==> src/rtl/btn_pkg.sv <==
// btn_pkg: shared FSM encoding and limit helper for the push-button setpoint block
package btn_pkg;
  typedef enum logic [1:0] {IDLE = 2'd0, HOLD = 2'd1, RPT = 2'd2} st_e;
  localparam int LW = 33;
  function automatic logic [LW-1:0] clamp(input logic [LW-1:0] v, input logic [LW-1:0] lo, input logic [LW-1:0] hi);
    return v < lo ? lo : (v > hi ? hi : v);
  endfunction
endpackage

==> src/rtl/btn_setpt_if.sv <==
// btn_setpt_if: button, load and setpoint signals between board logic and btn_setpt
interface btn_setpt_if #(parameter int WIDTH = 16);
  logic btn_u, btn_d, ld;
  logic [WIDTH-1:0] ld_val, val;
  logic step_u, step_d, lim;
  modport master(output btn_u, btn_d, ld, ld_val, input val, step_u, step_d, lim);
  modport slave(input btn_u, btn_d, ld, ld_val, output val, step_u, step_d, lim);
endinterface

==> src/rtl/btn_rpt.sv <==
// btn_rpt: synchronise, debounce and auto-repeat one active-low button into step requests
module btn_rpt import btn_pkg::*; #(
  parameter int unsigned DEB_CYC = 65535,
  parameter int unsigned HOLD_CYC = 25000000,
  parameter int unsigned RPT_CYC = 5000000
) (
  input logic clk,
  input logic rst_n,
  input logic btn_n,
  output logic step
);
  localparam int DW = $clog2(DEB_CYC + 1);
  localparam int CW = $clog2((HOLD_CYC > RPT_CYC ? HOLD_CYC : RPT_CYC) + 1);
  logic [1:0] sy;
  logic prs, deb_done, step_n;
  logic [DW-1:0] dcnt;
  logic [CW-1:0] cnt, cnt_n;
  st_e st, st_n;
  assign deb_done = sy[1] != prs && dcnt == DW'(DEB_CYC - 1);
  always_ff @(posedge clk or negedge rst_n)
    if (!rst_n) begin
      sy <= '0;
      prs <= 1'b0;
      dcnt <= '0;
      st <= IDLE;
      cnt <= '0;
      step <= 1'b0;
    end else begin
      sy <= {sy[0], ~btn_n};
      dcnt <= (sy[1] == prs || deb_done) ? '0 : dcnt + 1'b1;
      prs <= deb_done ? sy[1] : prs;
      st <= st_n;
      cnt <= cnt_n;
      step <= step_n;
    end
  always_comb begin
    st_n = st;
    cnt_n = cnt;
    step_n = 1'b0;
    case (st)
      IDLE: if (prs) begin
        step_n = 1'b1;
        cnt_n = '0;
        st_n = HOLD;
      end
      HOLD: if (!prs) st_n = IDLE;
      else if (cnt == CW'(HOLD_CYC - 1)) begin
        step_n = 1'b1;
        cnt_n = '0;
        st_n = RPT;
      end else cnt_n = cnt + 1'b1;
      RPT: if (!prs) st_n = IDLE;
      else if (cnt == CW'(RPT_CYC - 1)) begin
        step_n = 1'b1;
        cnt_n = '0;
      end else cnt_n = cnt + 1'b1;
      default: st_n = IDLE;
    endcase
  end
endmodule

==> src/rtl/btn_setpt.sv <==
// btn_setpt: bounded setpoint adjusted by debounced up/down buttons with auto-repeat and load
module btn_setpt import btn_pkg::*; #(
  parameter int WIDTH = 16,
  parameter int unsigned MIN_VAL = 0,
  parameter int unsigned MAX_VAL = 16'hFFFF,
  parameter int unsigned STEP = 1,
  parameter bit WRAP = 1'b0,
  parameter int unsigned DEB_CYC = 65535,
  parameter int unsigned HOLD_CYC = 25000000,
  parameter int unsigned RPT_CYC = 5000000,
  parameter int unsigned RST_VAL = 0
) (
  input logic clk,
  input logic rst_n,
  btn_setpt_if.slave bus
);
  localparam logic [WIDTH:0] MN = (WIDTH+1)'(MIN_VAL);
  localparam logic [WIDTH:0] MX = (WIDTH+1)'(MAX_VAL);
  localparam logic [WIDTH:0] ST = (WIDTH+1)'(STEP);
  logic ru, rd, nu, nd, nl;
  logic [WIDTH-1:0] nv, ld_c;
  btn_rpt #(.DEB_CYC(DEB_CYC), .HOLD_CYC(HOLD_CYC), .RPT_CYC(RPT_CYC)) u_up (
    .clk(clk), .rst_n(rst_n), .btn_n(bus.btn_u), .step(ru));
  btn_rpt #(.DEB_CYC(DEB_CYC), .HOLD_CYC(HOLD_CYC), .RPT_CYC(RPT_CYC)) u_dn (
    .clk(clk), .rst_n(rst_n), .btn_n(bus.btn_d), .step(rd));
  assign ld_c = WIDTH'(clamp(LW'(bus.ld_val), LW'(MIN_VAL), LW'(MAX_VAL)));
  // compares run one bit wider than val so limits at 0 and 2^WIDTH-1 cannot overflow
  always_comb begin
    nv = bus.val;
    nu = 1'b0;
    nd = 1'b0;
    nl = 1'b0;
    if (bus.ld) begin
      nv = ld_c;
      nl = ld_c != bus.ld_val;
    end else if (ru && !rd) begin
      nu = 1'b1;
      nl = {1'b0, bus.val} + ST > MX;
      nv = !nl ? bus.val + WIDTH'(STEP) : (WRAP ? WIDTH'(MIN_VAL) : WIDTH'(MAX_VAL));
    end else if (rd && !ru) begin
      nd = 1'b1;
      nl = {1'b0, bus.val} < MN + ST;
      nv = !nl ? bus.val - WIDTH'(STEP) : (WRAP ? WIDTH'(MAX_VAL) : WIDTH'(MIN_VAL));
    end
  end
  always_ff @(posedge clk or negedge rst_n)
    if (!rst_n) begin
      bus.val <= WIDTH'(RST_VAL);
      bus.step_u <= 1'b0;
      bus.step_d <= 1'b0;
      bus.lim <= 1'b0;
    end else begin
      bus.val <= nv;
      bus.step_u <= nu;
      bus.step_d <= nd;
      bus.lim <= nl;
    end
endmodule

==> src/flat_wrapper.sv <==
// flat-port wrapper written by rule: the top's interface ports become plain ports
module btn_setpt_flat import btn_pkg::*;
#(
  parameter int WIDTH = 16,
  parameter int unsigned MIN_VAL = 0,
  parameter int unsigned MAX_VAL = 16'hFFFF,
  parameter int unsigned STEP = 1,
  parameter bit WRAP = 1'b0,
  parameter int unsigned DEB_CYC = 65535,
  parameter int unsigned HOLD_CYC = 25000000,
  parameter int unsigned RPT_CYC = 5000000,
  parameter int unsigned RST_VAL = 0
)
  (clk, rst_n, bus_btn_u, bus_btn_d, bus_ld, bus_ld_val, bus_val, bus_step_u, bus_step_d, bus_lim);
  btn_setpt_if #(.WIDTH(WIDTH)) bus_i ();
  input logic clk;
  input logic rst_n;
  input wire logic [$bits(bus_i.btn_u)-1:0] bus_btn_u;
  input wire logic [$bits(bus_i.btn_d)-1:0] bus_btn_d;
  input wire logic [$bits(bus_i.ld)-1:0] bus_ld;
  input wire logic [$bits(bus_i.ld_val)-1:0] bus_ld_val;
  output wire logic [$bits(bus_i.val)-1:0] bus_val;
  output wire logic [$bits(bus_i.step_u)-1:0] bus_step_u;
  output wire logic [$bits(bus_i.step_d)-1:0] bus_step_d;
  output wire logic [$bits(bus_i.lim)-1:0] bus_lim;
  assign bus_i.btn_u = bus_btn_u;
  assign bus_i.btn_d = bus_btn_d;
  assign bus_i.ld = bus_ld;
  assign bus_i.ld_val = bus_ld_val;
  assign bus_val = bus_i.val;
  assign bus_step_u = bus_i.step_u;
  assign bus_step_d = bus_i.step_d;
  assign bus_lim = bus_i.lim;
  btn_setpt #(.WIDTH(WIDTH), .MIN_VAL(MIN_VAL), .MAX_VAL(MAX_VAL), .STEP(STEP), .WRAP(WRAP), .DEB_CYC(DEB_CYC), .HOLD_CYC(HOLD_CYC), .RPT_CYC(RPT_CYC), .RST_VAL(RST_VAL)) u_core (.clk(clk), .rst_n(rst_n), .bus(bus_i));
endmodule
==> config.mk <==
export PLATFORM = sky130hd
export DESIGN_NAME = btn_setpt_flat
export DESIGN_NICKNAME = d
export VERILOG_FILES = /design/src/rtl/btn_pkg.sv /design/src/rtl/btn_setpt_if.sv /design/src/rtl/btn_rpt.sv /design/src/rtl/btn_setpt.sv /design/src/flat_wrapper.sv
export SDC_FILE = /design/constraint.sdc
export NUM_CORES = 1
export LEC_CHECK = 0
export BUFFER_PORTS_ARGS = -buffer_cell sky130_fd_sc_hd__buf_2
export CAP_MARGIN = 20
export CORE_MARGIN = 8
export CORE_UTILIZATION = 35
export DETAILED_ROUTE_END_ITERATION = 7
export HOLD_SLACK_MARGIN = 0.05
export SLEW_MARGIN = 20
export SYNTH_ARGS = -nofsm -noshare
export SYNTH_HDL_FRONTEND = slang
export SYNTH_SLANG_ARGS = --single-unit
==> constraint.sdc <==
create_clock -name clk -period 7.4 [get_ports clk]
set_clock_uncertainty 0.15 [all_clocks]
set_input_delay 0.74 -clock clk [delete_from_list [all_inputs] [get_ports clk]]
set_output_delay 0.74 -clock clk [all_outputs]
set_load 0.005 [all_outputs]
==> report_table.html <==
<table>
<tr><th>Metric</th><th>Value</th></tr>
<tr><th colspan="2">Setup path</th></tr>
<tr><td>Reg2reg end</td><td>u_core.u_up.cnt[21]</td></tr>
<tr><td>Worst EP arrival</td><td>3.03 ns</td></tr>
<tr><td>Critical path's slowest cell</td><td>nor3_1</td></tr>
<tr><td>Crit path launch type</td><td>flop</td></tr>
<tr><td>Largest fanout of any net on the critical path</td><td>12</td></tr>
<tr><td>R2R depth</td><td>9</td></tr>
<tr><td>Buffers and inverters on the worst path</td><td>2</td></tr>
<tr><td>R2R setup slack</td><td>4.51 ns</td></tr>
<tr><td>CP Capture Type</td><td>flop</td></tr>
<tr><td>Top delay family on crit path</td><td>simple AND/OR/NAND/NOR gates</td></tr>
<tr><td>Worst setup path start</td><td>u_core.u_up.st[1]</td></tr>
<tr><td>Delay of the slowest critical-path stage</td><td>0.64 ns</td></tr>
<tr><td>RR Startpoint</td><td>u_core.u_up.st[1]</td></tr>
<tr><td>Cell seen most often among critical-path stages</td><td>nor3_1</td></tr>
<tr><td>List of cells traversed by the critical path</td><td>inv_1 &gt; ha_1 &gt; o31ai_1 &gt; buf_4 &gt; nor3_1 &gt; nand3_1 &gt; nor3_1 &gt; xnor2_1 &gt; nor2_1</td></tr>
<tr><td>Data required time of the critical path</td><td>7.54 ns</td></tr>
<tr><td>Type of the worst setup path</td><td>reg2reg</td></tr>
<tr><th colspan="2">Global route</th></tr>
<tr><td>Vias in the first global route</td><td>5105</td></tr>
<tr><td>Largest net degree at the start of global routing</td><td>75</td></tr>
<tr><td>Global-route wire length before repair</td><td>25.64 mm</td></tr>
<tr><td>Number of antenna violations at the first check in global routing</td><td>0</td></tr>
<tr><td>Global-route usage over all layers</td><td>13.40%</td></tr>
<tr><td>Gr ovfl total</td><td>0</td></tr>
<tr><th colspan="2">Yosys</th></tr>
<tr><td>Count of state elements after synthesis</td><td>113</td></tr>
<tr><td>Yosys warning total</td><td>0</td></tr>
<tr><td>Async S/R FF share, synth</td><td>100.0%</td></tr>
<tr><td>Proportion of synthesized chip area in sequential cells</td><td>43.61%</td></tr>
<tr><td>Combinational family with the most area after synthesis</td><td>simple AND/OR/NAND/NOR gates</td></tr>
<tr><td>Number of distinct library cell variants in the gate-level netlist after synthesis</td><td>69</td></tr>
<tr><td>Synthesized netlist cell count</td><td>715</td></tr>
<tr><td>Netlist area before placement</td><td>0.006484 sq mm</td></tr>
<tr><td>Post-Synth XOR/XNOR Area</td><td>10.54%</td></tr>
<tr><td>Post-Synthesis Mean Instance Area</td><td>9.068 sq um</td></tr>
<tr><td>EDFF count, synth</td><td>0</td></tr>
<tr><td>Compound-cell area share of the yosys netlist</td><td>10.90%</td></tr>
<tr><td>Adder and majority cell fraction of the synthesized area</td><td>3.281%</td></tr>
<tr><td>Multiplexer area fraction after synthesis</td><td>1.158%</td></tr>
<tr><td>Simple-Gate Fraction of Synth Area</td><td>26.55%</td></tr>
<tr><td>Top FF cell, synth</td><td>dfrtp_1</td></tr>
<tr><td>Net count after synthesis</td><td>753</td></tr>
<tr><th colspan="2">Detailed routing</th></tr>
<tr><td>Pre-antenna DRT Iters</td><td>4</td></tr>
<tr><td>Starting DRT DRC Count</td><td>219</td></tr>
<tr><td>Count of vias placed by the detailed router</td><td>5213</td></tr>
<tr><td>DRC violations left</td><td>0</td></tr>
<tr><td>Average wire per cell in the routed design</td><td>15.28 microns</td></tr>
<tr><td>DRT Wirelength</td><td>15.02 mm</td></tr>
<tr><td>Post-DRT Antenna Nets</td><td>0</td></tr>
<tr><td>Average vias per placed instance</td><td>5.303</td></tr>
<tr><th colspan="2">Timing</th></tr>
<tr><td>Unrepaired setup endpoints after global routing</td><td>no</td></tr>
<tr><td>Portion of the clock cycle consumed by the worst path in the final layout</td><td>39.06%</td></tr>
<tr><td>Total negative setup slack</td><td>0 ns</td></tr>
<tr><td>Slew HR</td><td>35.39%</td></tr>
<tr><td>Final worst-path setup slack</td><td>4.509 ns</td></tr>
<tr><td>Transition time at the pin with the least slew margin</td><td>0.9671 ns</td></tr>
<tr><td>Final setup viols</td><td>0</td></tr>
<tr><td>Fmax</td><td>346.0 MHz</td></tr>
<tr><td>Final Max Slew Viols</td><td>0</td></tr>
<tr><td>Hold violation count in the final report</td><td>0</td></tr>
<tr><td>Final critical-path required period</td><td>2.891 ns</td></tr>
<tr><th colspan="2">Run</th></tr>
<tr><td>Max Cap Viol</td><td>0</td></tr>
<tr><th colspan="2">Floorplan</th></tr>
<tr><td>Die extent in y</td><td>152.1 microns</td></tr>
<tr><td>Die width</td><td>152.1 microns</td></tr>
<tr><td>Placeable core region</td><td>0.01809 sq mm</td></tr>
<tr><td>Starting density of the core</td><td>35.85%</td></tr>
<tr><td>Standard-cell rows</td><td>49</td></tr>
<tr><td>Full die area</td><td>0.02314 sq mm</td></tr>
<tr><td>I/O pins</td><td>40</td></tr>
<tr><th colspan="2">Clocking</th></tr>
<tr><td>Total number of clock tree sinks</td><td>113</td></tr>
<tr><td>TritonCTS clock tree</td><td>yes</td></tr>
<tr><td>H-Tree Depth</td><td>4</td></tr>
<tr><td>Clock Tree Buf Depth</td><td>2</td></tr>
<tr><td>Quantity of hold-fixing buffers added after cts</td><td>0</td></tr>
<tr><td>Clock latency on the worst-skew pair</td><td>0.42 ns</td></tr>
<tr><td>Clock transition at the register clock pins on the worst setup and hold paths after CTS</td><td>0.05 ns</td></tr>
<tr><td>Setup fix buffers added after clock tree synthesis</td><td>0</td></tr>
<tr><td>Total CTS buffers</td><td>17</td></tr>
<tr><td>Root buf cell</td><td>clkbuf_16</td></tr>
<tr><td>Number of gates resized after CTS</td><td>0</td></tr>
<tr><th colspan="2">Min path</th></tr>
<tr><td>Worst Hold Class</td><td>in2async</td></tr>
<tr><th colspan="2">Placed design</th></tr>
<tr><td>Last weighted congestion value of the routability-driven placer</td><td>0.8382</td></tr>
<tr><td>Post-detailed-placement half-perimeter wirelength</td><td>10.08 mm</td></tr>
<tr><td>Cell Count Post-Placement</td><td>951</td></tr>
<tr><td>Worst slack at placement</td><td>4.479 ns</td></tr>
<tr><td>Count of buffers inserted at the top-level ports</td><td>39</td></tr>
<tr><th colspan="2">Layout</th></tr>
<tr><td>Antenna diode count</td><td>0</td></tr>
<tr><td>Footprint of the flip-flops and latches</td><td>0.002828 sq mm</td></tr>
<tr><td>Multi-input combinational cell area</td><td>0.003400 sq mm</td></tr>
<tr><td>Utilization after layout</td><td>40.86%</td></tr>
<tr><td>Final cell count without fillers</td><td>983</td></tr>
<tr><td>Final #Nets</td><td>779</td></tr>
<tr><td>Filler cells</td><td>1794</td></tr>
<tr><td>Layout overhead on the synthesized area</td><td>13.97%</td></tr>
<tr><td>Fraction of layout cells with a size suffix above 1</td><td>11.94%</td></tr>
<tr><th colspan="2">Status</th></tr>
<tr><td>Status</td><td>finished, final reports clean</td></tr>
<tr><th colspan="2">Pwr</th></tr>
<tr><td>Leakage dissipation</td><td>3.164 nW</td></tr>
<tr><td>Pwr dens</td><td>211.9 mW/mm^2</td></tr>
<tr><td>VDD IR max</td><td>0.1652 mV</td></tr>
</table>
-- worst register-to-register path: stages, from the launching register on --
cell	delay, ns
dfrtp_1	0.44
inv_1	0.11
ha_1	0.29
o31ai_1	0.11
buf_4	0.20
nor3_1	0.64
nand3_1	0.35
nor3_1	0.28
xnor2_1	0.15
nor2_1	0.05
-- layer usage --
metal	vias to the layer above	GRT usage (%)	share of wire (%)
li1	2598	-	-
met1	2500	17.32	48
met2	95	20.95	47
met3	20	3.290	3.3
met4	0	5.807	1.5
met5	-	0	0
-- area by class of cell --
cell class / instances / share of cell area, %
Timing Repair Buffer: 42 / 2.980
Clock buffer: 18 / 5.943
Inverter: 22 / 1.118
Sequential cell: 113 / 38.27
Multi-Input combinational cell: 545 / 46.00
Clock inverter: 14 / 1.812
Tap cell: 229 / 3.877
-- cell usage after synthesis, types with 6 or more instances --
library cell	count	share of area, %
dfrtp_1	113	44
nor2_1	107	6.2
nand2_1	58	3.4
nand3_1	55	4.2
xor2_1	43	5.8
xnor2_1	35	4.7
a21oi_1	28	2.2
clkbuf_1	26	1.5
nor3_1	25	1.9
inv_1	22	1.3
ha_1	17	3.3
nand4_1	17	1.6
o22ai_1	17	1.6
nor4_1	15	1.4
o21ai_0	14	1.1
and4_1	9	1.2
a31oi_1	7	0.68
or3_1	7	0.68
or4_1	7	0.81
and3_1	6	0.58
-- cell families (layout without fill, tap and decap cells) --
family / after synthesis / in the layout
simple gates: 339 / 339
flops: 113 / 113
compound gates: 104 / 104
xor+xnor: 78 / 78
buf+inv: 57 / 96
fa+ha+maj: 17 / 17
mux: 7 / 7
-- stage by stage --
stage	total power, mW	cell area, sq um	hold WS (ns)
after global placement	0.7927	6817	0.1837
final	1.566	7390	0.1590
after detailed placement	0.7930	6817	0.1950
after floorplan	0.7413	6484	0.1812
after global routing	1.630	7390	0.1942
after CTS	1.589	7390	0.1654
-- state kept, by name, summed over array words and instances (netlist names), 2 cells and up --
| signal | count |
|---|---|
| u_core.u_dn.cnt | 25 |
| u_core.bus.val | 16 |
| u_core.u_up.dcnt | 16 |
| u_core.u_dn.sy | 2 |
| u_core.u_up.st | 2 |
| u_core.u_dn.dcnt | 16 |
| u_core.u_dn.st | 2 |
| u_core.u_up.sy | 2 |
| u_core.u_up.cnt | 25 |
-- how the worst max path moves through the flow --
| stage | end | slack (ns) | depth (start not counted) |
|---|---|---|---|
| 4_1_cts | u_core.bus.val[3] | 4.45 | 8 |
| 3_3_place_gp | u_core.u_up.cnt[19] | 4.57 | 9 |
| 6_report | u_core.u_up.cnt[21] | 4.51 | 9 |
| 3_5_place_dp | u_core.bus.val[3] | 4.48 | 8 |
| 2_1_floorplan | u_core.bus.val[14] | 4.86 | 10 |
| 5_1_grt | u_core.u_up.cnt[21] | 4.21 | 9 |
-- power by group --
part / leakage [nW] / internal, mW / switching [mW] / total, mW
clock network: 0.277 / 0.474 / 0.311 / 0.785
logic: 1.36 / 0.0451 / 0.0646 / 0.110
registers: 1.53 / 0.632 / 0.0391 / 0.671
-- cell usage in the layout, fill, tap and decap left out, types with 4 or more instances in the layout --
| cell | synthesis | final |
|---|---|---|
| nand3_1 | 55 | 55 |
| dfrtp_1 | 113 | 113 |
| and3_1 | 6 | 6 |
| buf_2 | 3 | 38 |
| o31ai_1 | 4 | 4 |
| and4_1 | 9 | 9 |
| clkinv_4 | 0 | 7 |
| nand4_1 | 17 | 17 |
| ha_1 | 17 | 17 |
| nor3b_1 | 4 | 4 |
| nand2_1 | 58 | 58 |
| or3_1 | 7 | 7 |
| a31oi_1 | 7 | 7 |
| a22o_1 | 4 | 4 |
| nor4_1 | 15 | 15 |
| o21ai_0 | 14 | 14 |
| or4_1 | 7 | 7 |
| nor3_1 | 25 | 25 |
| buf_4 | 1 | 4 |
| inv_1 | 22 | 22 |
| nor2_1 | 107 | 107 |
| o22ai_1 | 17 | 17 |
| xnor2_1 | 35 | 35 |
| a21oi_1 | 28 | 28 |
| xor2_1 | 43 | 43 |
| mux2_2 | 4 | 4 |
| clkbuf_16 | 0 | 17 |
No activity file was read; power rests on OpenSTA's default activity.
